===== src/rtl/char_pool.sv =====
// char_pool: fixed pool of falling characters; each frame moves every occupied slot, then may spawn one.
// Build macro CHAR_POOL_CLAMP_X_EN clamps a spawned horizontal position of 640 or more to 639.
module char_pool #(
    parameter int SLOTS     = 8,
    parameter int SCREEN_H  = 480,
    parameter int SPAWN_DIV = 30
) (
    input  logic                     clk,
    input  logic                     rst,
    input  logic                     frame_tick,
    input  logic [22:0]              newCh,
    input  logic                     kill_valid,
    input  logic [$clog2(SLOTS)-1:0] kill_idx,
    input  logic [$clog2(SLOTS)-1:0] rd_idx,
    output logic [22:0]              rd_entry,
    output logic [SLOTS-1:0]         active_mask,
    output logic                     busy,
    output logic                     miss_pulse,
    output logic [7:0]               miss_count,
    output logic [7:0]               drop_count
);
    // state | meaning
    // IDLE  | waiting for frame_tick
    // MOVE  | advancing slot visit_idx, one slot per cycle
    // SPAWN | spawn attempt into the lowest free slot when the frame divider expires
    localparam int            IW    = $clog2(SLOTS);
    localparam logic [9:0]    LIMIT = 10'(SCREEN_H);
    localparam logic [7:0]    DIV   = 8'(SPAWN_DIV);
    localparam logic [IW-1:0] LAST  = IW'(SLOTS - 1);

    typedef enum logic [1:0] {IDLE, MOVE, SPAWN} state_t;

    state_t           state;
    logic [IW-1:0]    visit_idx;
    logic [7:0]       frame_cnt;
    logic [22:0]      slot_q [SLOTS];
    logic [SLOTS-1:0] active_q;

    logic [22:0]   cur;
    logic [3:0]    step;
    logic [9:0]    sum;
    logic          exits;
    logic          kill_hit;
    logic          free_found;
    logic [IW-1:0] free_idx;
    logic [9:0]    spawn_x;
    logic          unused_vert;

    assign unused_vert = ^newCh[18:10];

    always_comb begin
        cur      = slot_q[visit_idx];
        step     = (cur[22:19] == 4'd0) ? 4'd1 : cur[22:19];
        sum      = {1'b0, cur[18:10]} + {6'd0, step};
        exits    = (sum >= LIMIT);
        kill_hit = kill_valid && (kill_idx == visit_idx);
    end

    // Scan downward so the last hit is the lowest free index.
    always_comb begin
        free_found = 1'b0;
        free_idx   = '0;
        for (int i = SLOTS - 1; i >= 0; i--) begin
            if (!active_q[i]) begin
                free_found = 1'b1;
                free_idx   = IW'(i);
            end
        end
    end

    always_comb begin
`ifdef CHAR_POOL_CLAMP_X_EN
        spawn_x = (newCh[9:0] >= 10'd640) ? 10'd639 : newCh[9:0];
`else
        spawn_x = newCh[9:0];
`endif
    end

    always_ff @(posedge clk) begin
        if (rst) begin
            state      <= IDLE;
            busy       <= 1'b0;
            visit_idx  <= '0;
            frame_cnt  <= 8'd0;
            active_q   <= '0;
            miss_pulse <= 1'b0;
            miss_count <= 8'd0;
            drop_count <= 8'd0;
            for (int i = 0; i < SLOTS; i++) slot_q[i] <= '0;
        end else begin
            miss_pulse <= 1'b0;
            // A later assignment below (spawn load) overrides this kill.
            if (kill_valid) active_q[kill_idx] <= 1'b0;
            case (state)
                IDLE: begin
                    if (frame_tick) begin
                        state     <= MOVE;
                        busy      <= 1'b1;
                        visit_idx <= '0;
                        frame_cnt <= frame_cnt + 8'd1;
                    end
                end
                MOVE: begin
                    if (active_q[visit_idx] && !kill_hit) begin
                        if (exits) begin
                            active_q[visit_idx] <= 1'b0;
                            miss_pulse          <= 1'b1;
                            if (miss_count != 8'hFF) miss_count <= miss_count + 8'd1;
                        end else begin
                            slot_q[visit_idx][18:10] <= sum[8:0];
                        end
                    end
                    visit_idx <= visit_idx + IW'(1);
                    if (visit_idx == LAST) state <= SPAWN;
                end
                SPAWN: begin
                    state <= IDLE;
                    busy  <= 1'b0;
                    if (frame_cnt == DIV) begin
                        frame_cnt <= 8'd0;
                        if (free_found) begin
                            slot_q[free_idx]   <= {newCh[22:19], 9'd0, spawn_x};
                            active_q[free_idx] <= 1'b1;
                        end else if (drop_count != 8'hFF) begin
                            drop_count <= drop_count + 8'd1;
                        end
                    end
                end
                default: begin
                    state <= IDLE;
                    busy  <= 1'b0;
                end
            endcase
        end
    end

    assign rd_entry    = slot_q[rd_idx];
    assign active_mask = active_q;
endmodule


===== config.mk =====
export PLATFORM = sky130hd
export DESIGN_NAME = char_pool
export DESIGN_NICKNAME = d
export VERILOG_FILES = /design/src/rtl/char_pool.sv
export SDC_FILE = /design/constraint.sdc
export NUM_CORES = 1
export LEC_CHECK = 0
export BUFFER_PORTS_ARGS = -buffer_cell sky130_fd_sc_hd__buf_2
export CAP_MARGIN = 20
export CORE_ASPECT_RATIO = 1.5
export CORE_MARGIN = 1.5
export CORE_UTILIZATION = 61
export DETAILED_ROUTE_END_ITERATION = 16
export PLACE_DENSITY_LB_ADDON = 0.12
export SETUP_SLACK_MARGIN = 0.3
export SLEW_MARGIN = 5
export SYNTH_ARGS = -nofsm -noshare
export SYNTH_HDL_FRONTEND = slang
export SYNTH_SLANG_ARGS = --single-unit

===== constraint.sdc =====
create_clock -name clk -period 6.8 [get_ports clk]
set_clock_uncertainty 0.2 [all_clocks]
set_input_delay 0.68 -clock clk [delete_from_list [all_inputs] [get_ports clk]]
set_output_delay 0.68 -clock clk [all_outputs]
set_load 0.02 [all_outputs]

==> summary.md, run 1 <==
| Metric | Value |
|---|---|
| Syn. warnings | 0 |
| Post-synth top area share | a little under half |
| Register Area | ~0.0064 mm2 |
| Arr. time, crit path | about 5400 ps |
| Post-CTS sizing | 0 |
| Met1 GRT Util | slightly below 40% |
| RSZ-0062 raised after global routing | no |
| Mean Syn Cell Area | 12.6 um2 |
| CP required | between 6000 and 7000 ps |
| Worst setup EP type | flip-flop |
| Post-synth EDFFs | 184 |
| CTS Buf Count | 21 |
| Layout Cells excl Fill | about 1,300 |
| First-pass GRT wire length | about 44,000 um |
| Routed vias | approximately 8,300 |
| CTS H-tree depth | 1 |
| DIE AREA | ~0.02 mm2 |
| Routability cong. | between 0.9 and 1 |
| Largest net degree at the start of global routing | 47 |
| Critical Path Start Type | flip-flop |
| Slowest-stage cell, CP | a21oi_2 |
| Synthesized cell area | ~0.012 mm2 |
| Die Wd | 116 um |
| Critical path, cell by cell | mux4_2 -> mux2_2 -> o31ai_1 -> ha_1 -> fa_1 -> a21o_1 -> nand2_1 -> or4b_1 -> o32a_1 -> a21oi_2 -> o21ai_1 |
| Final Max Slew Viols | 0 |
| DRC | 0 |
| Sink Count | roughly 230 |
| Largest family of logic cells by synthesized area | multiplexers |
| Initial Util | between 60% and 70% |
| Top Usage Layer GRT | met2 |
| Post-CTS setup repair buffer count | 0 |
| M2 GR Usage | ~49% |
| Worst-path clk slew | approximately 60 ps |
| Met3 GRT Util | between 3 and 4% |
| Syn nets | a little under 1,000 |
| Routed Antenna Nets | 0 |
| Asr flop ratio synth | 0% |
| Drt initial violations | between 800 and 900 |
| Hpwl dp | around 17,000 um |
| Fin crit share | about four fifths |
| First drt pass iteration count | 7 |
| Skew-Pair Late Insertion Delay | 500 ps |
| Max Root-Sink Buffers | 3 |
| Setup CP Type | flip-flop to flip-flop |
| Nets | ~1,000 |
| Seq cells post-synth | 226 |
| Highest clock rate | between 150 and 200 MHz |
| Area of the core | roughly 0.019 mm2 |
| XOR/XNOR Fraction of Synth Area | between 1 and 1.5% |
| Synth area leader | edfxtp_1 |
| Final Hold Fails | 0 |
| CTS tree | yes |
| Placed cells | roughly 1,200 |
| Hold crit path type | flip-flop to flip-flop |
| Fillcell total | ~1,400 |
| Root buffer cell | clkbuf_16 |
| Worst setup margin | roughly 1300 ps |
| Share of cells above drive strength 1 | 25.0% |
| Peak supply drop | approximately 0.00018 V |
| Post-Synthesis Cells | about 930 |
| Post-synthesis mux area share | 18.6% |
| Maximum capacitance violations | 0 |
| Power Density | 228 mW/mm2 |
| I/O Pins | 82 |
| Fin crit period | roughly 5500 ps |
| Area occupied by multi-input gates | between 0.005 and 0.006 mm2 |
| P_leak | approximately 4.5 nW |
| GRT Overall Usage | between 20% and 30% |
| Least-Margin Pin Slew | roughly 1200 ps |
| Main synth FF type | edfxtp_1 |
| PortBufs | just over 70 |
| Outcome | complete, no violations |
| Ranking of synthesized cells by area | edfxtp_1 47%, mux4_2 14%, dfxtp_1 7.1%, nor3_1 3.2%, and2_1 3.1% |
| Fraction of the mapped netlist area in adder cells | 1.55% |
| Pre-CTS setup slack | 1310 ps |
| Routed WL per cell | 22.5 um |
| Row count | 62 |
| GRT overflow | 0 |
| Final setup violation count | 0 |
| Simple-gate portion of the synthesized area | between 10% and 20% |
| Synth cell types | 58 |
| Register area share after synthesis | 54.1% |
| Commonest non-fill, non-tap cell in the layout | edfxtp_1 |
| Number of global-route vias before repair | roughly 8,200 |
| Total Wirelength | ~29,000 um |
| Complex-gate fraction of the synthesized area | 6.96% |
| DR vias/cell | approximately 6.5 |
| Syn-to-layout area delta | 11.5% |
| Die height | about 170 um |
| Max-slew headroom | between 20% and 30% |
| Initial antenna violation count | 1 |
| CTS Hold Buffers Added | 0 |
| Slowest cell delay on critical path | between 700 and 800 ps |
| Final setup TNS | 0 ps |
| Most frequent cells in the layout | 184 x edfxtp_1, 95 x nor2_1, 74 x nor3_1, 72 x mux4_2, 72 x buf_2 |
| Critical Path Fanout Max | 17 |
==> final cells by class <==
class	count	share of cell area [%]
tap	256	2.44
timing repair buffer	101	4.49
antenna	1	0.0191
clock buffer	30	4.42
clock inverter	7	0.372
inverter	11	0.315
sequential	226	48.5
multi-input combinational	634	39.4
==> power breakdown <==
group	internal [W]	switching, W
clock network	0.000599	0.000503
registers	0.00154	0.0000259
logic	0.000130	0.000191
==> registers in the layout, indices dropped and copies added, names as in the netlist, named ones only <==
signal	flops
slot_q	184
active_mask	8
drop_count	8
frame_cnt	8
miss_count	8
visit_idx	3
state	2
busy	1
miss_pulse	1
==> worst max-delay path: cells and delay by family, from the launching register on <==
kind	cells	cell delay [ps]
DFF	1	690
and+or+nand+nor	2	570
muxes	2	900
adders and majority gates	2	460
AOI/OAI and AO/OA	5	2200
==> Yosys cell counts, drive strengths merged, types with 3 or more instances <==
library cell    n
edfxtp        184
nor2           95
nor3           75
mux4           72
and2           58
nand2          54
clkbuf         47
dfxtp          42
mux2           39
o21ai          37
a21oi          26
nand3          18
buf            14
ha             13
mux2i          12
inv            11
nand4          11
o31ai          11
xor2           11
and3           10
nand2b         10
a31oi           9
nor2b           8
a211oi          7
xnor2           6
a21o            5
or3             5
a41oi           4
a2111oi         3
and4            3
o21bai          3
o31a            3
==> cell families (layout without fill, tap and decap cells) <==
group / Yosys count / count (layout)
fa+ha+maj: 14 / 14
mux: 123 / 123
flops: 226 / 226
buf+inv: 72 / 149
compound gates: 124 / 124
xor+xnor: 17 / 17
other cells: 0 / 1
simple gates: 356 / 356
==> per-stage QoR <==
step                hold WS, ps  utilization [%]  cell area (um2)  power [W]
floorplan                   254                -            11800    0.00182
global placement            266             65.3            12400    0.00191
detailed placement          291             65.3            12400    0.00192
CTS                         300             68.6            13000    0.00300
global route                315             69.0            13100    0.00308
finish                      295             69.0            13100    0.00299
==> per-layer routing <==
| layer | vias up | routed length [um] |
|---|---|---|
| met3 | 51 | 2120 |
| met1 | 4142 | 11100 |
| met5 | - | 0 |
| met2 | 356 | 14600 |
| li1 | 3703 | - |
| met4 | 0 | 723 |
==> final timing paths <==
check,slack [ps],depth (start not counted),startpoint,end
min reg2reg,290,2,miss_count[1],miss_count[1]
min,290,2,miss_count[1],miss_count[1]
max,1320,11,flip-flop,slot_q[5][12]
max reg2reg,1320,11,flip-flop,slot_q[5][12]
No activity file was read; power rests on OpenSTA's default activity.
==> run 2, diff against run 1 <==
clock period = 5.4 ns   (was 6.8 ns; I/O delays follow)
==> summary.md, run 2 (synthesis results as in run 1) <==
| Metric | Value |
|---|---|
| Top reg by flops | slot_q |
| CP required | about 5500 ps |
| Setup CP Type | flip-flop to flip-flop |
| Row count | between 60 and 70 |
| First drt pass iteration count | 5 |
| Routed vias | roughly 8,300 |
| GRT overflow | 0 |
| Initial Util | between 60% and 70% |
| Max Root-Sink Buffers | 3 |
| Area of the core | between 0.015 and 0.02 mm2 |
| Critical Path Fanout Max | 18 |
| CTS Hold Buffers Added | 0 |
| Worst setup EP type | flip-flop |
| Nets | ~1,100 |
| Arr. time, crit path | just under 5000 ps |
| Hpwl dp | 18,200 um |
| Fillcell total | between 1,000 and 1,500 |
| First-pass GRT wire length | 45,100 um |
| Post-CTS sizing | 0 |
| Drt initial violations | 686 |
| Maximum capacitance violations | 0 |
| I/O Pins | slightly above 80 |
| Hold slack | 172 ps |
| Peak supply drop | around 0.00021 V |
| CTS Buf Count | 21 |
| PortBufs | 72 |
| Final Hold Fails | 0 |
| Post-CTS setup repair buffer count | 0 |
| Total Wirelength | 29,500 um |
| Final setup TNS | 0 ps |
| Sink Count | 226 |
| Largest net degree at the start of global routing | 47 |
| Placed inst area | about 0.012 mm2 |
| Max reg flops | approximately 180 |
| Critical path, cell by cell | buf_6 -> mux4_2 -> mux2_2 -> ha_1 -> fa_1 -> a21o_1 -> a21o_1 -> a211o_1 -> and4_1 -> a21oi_2 -> buf_4 -> o21ai_1 -> buf_4 |
| Hold crit path type | primary input to flip-flop |
| Finished layout cell area | 0.0132 mm2 |
| Die height | about 170 um |
| Outcome | complete, no violations |
| Most frequent cells in the layout | 184 x edfxtp_1, 95 x nor2_1, 74 x nor3_1, 72 x mux4_2, 72 x buf_2 |
| Skew-Pair Late Insertion Delay | around 500 ps |
| Routed WL per cell | 23.1 um |
| Root buffer cell | clkbuf_16 |
| CTS H-tree depth | 1 |
| Initial antenna violation count | 1 |
| CTS tree | yes |
| Number of global-route vias before repair | between 8,000 and 9,000 |
| Commonest non-fill, non-tap cell in the layout | edfxtp_1 |
| Final Max Slew Viols | 0 |
| DR vias/cell | about 6.5 |
| Least-Margin Pin Slew | about 1100 ps |
| Worst-path clk slew | 70 ps |
| Slowest-stage cell, CP | mux4_2 |
| P_leak | 4.58 nW |
| Syn-to-layout area delta | 12.6% |
| Fin crit period | 4850 ps |
| Final setup violation count | 0 |
| DIE AREA | 0.0201 mm2 |
| Critical Path Start Type | flip-flop |
| RSZ-0062 raised after global routing | no |
| Power Density | about 290 mW/mm2 |
| Fin crit share | about nine tenths |
| GRT Overall Usage | between 20 and 30% |
| Worst setup margin | ~550 ps |
| Die Wd | 116 um |
| Pre-CTS setup slack | about 440 ps |
| Slowest cell delay on critical path | around 560 ps |
| DRC | 0 |
| Max-slew headroom | 26.0% |
| Routability cong. | a little under 0.9 |
| Share of cells above drive strength 1 | between 20% and 30% |
| Routed Antenna Nets | 0 |
| Reg2reg setup slack | between 500 and 600 ps |
| Highest clock rate | approximately 210 MHz |
| Total power | 0.00386 W |
[run 2: cell count changes in the layout (fill, tap and decap cells not counted), sizes merged]
cell | previous run | this run
bufinv | 0 | 2
clkbuf | 30 | 26
buf | 101 | 111
inv | 13 | 12
clkinvlp | 1 | 3
clkinv | 4 | 6
[run 2: worst paths after layout]
check,startpoint,endpoint,cells past startpoint
worst max-delay path,flip-flop,slot_q[1][13],13
worst min-delay path,newCh[9],slot_q[7][9],2
worst max register to register,flip-flop,slot_q[1][13],13
worst min register to register,miss_count[1],miss_count[1],2
[run 2: routing by layer]
layer / up-vias / wire (um) / GRT usage (%)
met3: 59 / 2360 / 3.05
met5: - / 0 / 0
met4: 0 / 928 / 10.7
met1: 4130 / 11200 / 40.1
met2: 401 / 15100 / 50.6
li1: 3733 / - / -
[run 2: through the flow]
stage          utilization, %  std cells
6_report                 69.7       1277
5_1_grt                  69.7       1277
4_1_cts                  69.3       1268
3_5_place_dp             65.7       1230
3_3_place_gp             65.7       1230
2_1_floorplan               -        932
[run 2: critical path: cells and delay by family, from the launching register on]
kind | cells | cell delay [ps]
DFF | 1 | 540
muxes | 2 | 840
AOI/OAI and AO/OA | 5 | 1220
adders and majority gates | 2 | 610
buffers and inverters | 3 | 860
and+or+nand+nor | 1 | 320
[run 2: area by class of cell]
class | instances | area, um2 | share of cell area, %
flip-flops and latches | 226 | 6370 | 48.1
multi-input cells | 634 | 5170 | 39.0
repair buffers | 111 | 676 | 5.10
clock buffers | 26 | 554 | 4.18
well taps | 256 | 320 | 2.42
clock inverters | 12 | 119 | 0.897
inverters | 11 | 41.3 | 0.312
diodes | 1 | 2.50 | 0.0189
[run 2: where the power goes]
part / total, W / switching (W) / internal, W / leakage [nW]
registers: 0.00197 / 0.0000316 / 0.00194 / 2.17
logic: 0.000410 / 0.000244 / 0.000166 / 2.09
clock network: 0.00147 / 0.000643 / 0.000830 / 0.323
==> run 3, diff against run 2 <==
CORE_UTILIZATION = 42   (was 61)
==> summary.md, run 3 (synthesis results as in run 1) <==
| Metric | Value |
|---|---|
| P_leak | approximately 4.6 nW |
| Die height | between 200 and 250 um |
| Final setup violation count | 0 |
| GRT overflow | 0 |
| Final setup TNS | 0 ps |
| Critical Path Start Type | flip-flop |
| RSZ-0062 raised after global routing | no |
| Fin crit period | 4950 ps |
| Slowest cell delay on critical path | just under 600 ps |
| Hold crit path type | primary input to flip-flop |
| CTS H-tree depth | 1 |
| Top reg by flops | slot_q |
| First-pass GRT wire length | 49,100 um |
| Least-Margin Pin Slew | 1140 ps |
| Setup CP Type | flip-flop to flip-flop |
| First drt pass iteration count | 11 |
| Hpwl dp | 20,500 um |
| Worst-path clk slew | ~60 ps |
| Die Wd | between 100 and 150 um |
| CP required | around 5500 ps |
| Routability cong. | 0.887 |
| Number of global-route vias before repair | approximately 8,300 |
| DRC | 4 |
| Critical path, cell by cell | buf_12 -> mux4_2 -> mux2_2 -> ha_1 -> fa_1 -> a21o_1 -> a21o_1 -> a211o_1 -> buf_4 -> a31oi_4 -> o21ai_1 -> buf_4 |
| Highest clock rate | 202 MHz |
| Maximum capacitance violations | 0 |
| Worst setup EP type | flip-flop |
| Max-slew headroom | 23.5% |
| Root buffer cell | clkbuf_16 |
| Inserted Diodes | 0 |
| Failing checks | design-rule violations |
| Final Max Slew Viols | 0 |
| GRT Overall Usage | approximately 22% |
| Register Area | around 0.0064 mm2 |
| Commonest non-fill, non-tap cell in the layout | edfxtp_1 |
| Area of the core | 0.0274 mm2 |
| Total Wirelength | around 32,000 um |
| Max reg flops | about 180 |
| Post-CTS sizing | 0 |
| Placed cells | 1,321 |
| Sink Count | 226 |
| Worst path bufs/invs | 3 |
| Area occupied by multi-input gates | slightly above 0.005 mm2 |
| I/O Pins | between 80 and 90 |
| Fin crit share | 91.7% |
| Peak supply drop | around 0.00019 V |
| Skew-Pair Late Insertion Delay | between 500 and 600 ps |
| Outcome | finished with violations |
| Final Hold Fails | 0 |
| Most frequent cells in the layout | 184 x edfxtp_1, 95 x nor2_1, 74 x nor3_1, 72 x mux4_2, 72 x buf_2 |
| Share of cells above drive strength 1 | 26.4% |
| Routed vias | 8,140 |
| Fillcell total | about 2,500 |
| DIE AREA | between 0.02 and 0.03 mm2 |
| Critical Path Fanout Max | 17 |
| Initial antenna violation count | 2 |
| Arr. time, crit path | roughly 5000 ps |
| Slowest-stage cell, CP | dfxtp_2 |
| Routed Antenna Nets | 0 |
| Nets | 1,059 |
| Syn-to-layout area delta | 14.4% |
| Initial Util | a little over two fifths |
| Drt initial violations | 594 |
| Crit-path leading delay family | compound AO/OA/AOI/OAI gates |
| Largest net degree at the start of global routing | 47 |
| Routed WL per cell | around 23 um |
| DR vias/cell | between 5 and 6 |
| Post-CTS setup repair buffer count | 0 |
| CTS Hold Buffers Added | 0 |
| Max Root-Sink Buffers | 3 |
| CTS tree | yes |
| Row count | 74 |
| PortBufs | 72 |
| Power Density | just under 300 mW/mm2 |
| Total power | a little under 0.004 W |
| Layout Cells excl Fill | 1,369 |
| CTS Buf Count | 24 |
==> run 3: cell count changes in the layout (fill, tap and decap cells not counted), sizes merged, moves of 2 or more <==
cell and change:
clkbuf +6, clkinvlp -3, buf +4, clkinv +2
==> run 3: worst paths after layout <==
check	cells after the start	slack (ps)	startpoint	to
worst max-delay path	12	450	flip-flop	slot_q[4][11]
worst min-delay path	2	150	newCh[3]	slot_q[5][3]
worst max register to register	12	450	flip-flop	slot_q[4][11]
worst min register to register	2	290	frame_cnt[7]	frame_cnt[7]
==> run 3: power breakdown <==
part	total (W)	switching, W	internal (W)
registers	0.00197	0.0000307	0.00194
logic	0.000423	0.000253	0.000170
clock network	0.00155	0.000683	0.000868
total	0.00395	0.000967	0.00298
==> run 3: layout make-up <==
cell class | instances | share of cell area [%]
flip-flops and latches | 226 | 47.3
multi-input cells | 634 | 38.5
repair buffers | 115 | 5.37
clock buffers | 32 | 4.69
well taps | 342 | 3.18
clock inverters | 9 | 0.623
inverters | 11 | 0.307
==> run 3: metal layers <==
| metal | vias up | track usage, % | share of wire (%) |
|---|---|---|---|
| li1 | 3734 | - | - |
| met1 | 4097 | 27.9 | 40 |
| met2 | 260 | 40.4 | 53 |
| met3 | 47 | 2.92 | 5.3 |
| met4 | 2 | 5.44 | 1.9 |
| met5 | - | 0 | 0.040 |
==> run 3: per-stage QoR <==
step	area [um2]	setup slack, ps	util [%]	hold WS (ps)
3_3_place_gp	12700	455	46.3	268
5_1_grt	13500	301	49.1	144
3_5_place_dp	12700	408	46.3	276
2_1_floorplan	11800	330	-	254
6_report	13500	449	49.1	152
4_1_cts	13400	402	48.9	137
==> run 3: worst reg2reg max path, stage by stage (launching register included) <==
cell     delay, ps
dfxtp_2        580
buf_12         260
mux4_2         570
mux2_2         300
ha_1           210
fa_1           410
a21o_1         210
a21o_1         190
a211o_1        330
buf_4          200
a31oi_4        550
o21ai_1        410
buf_4          290
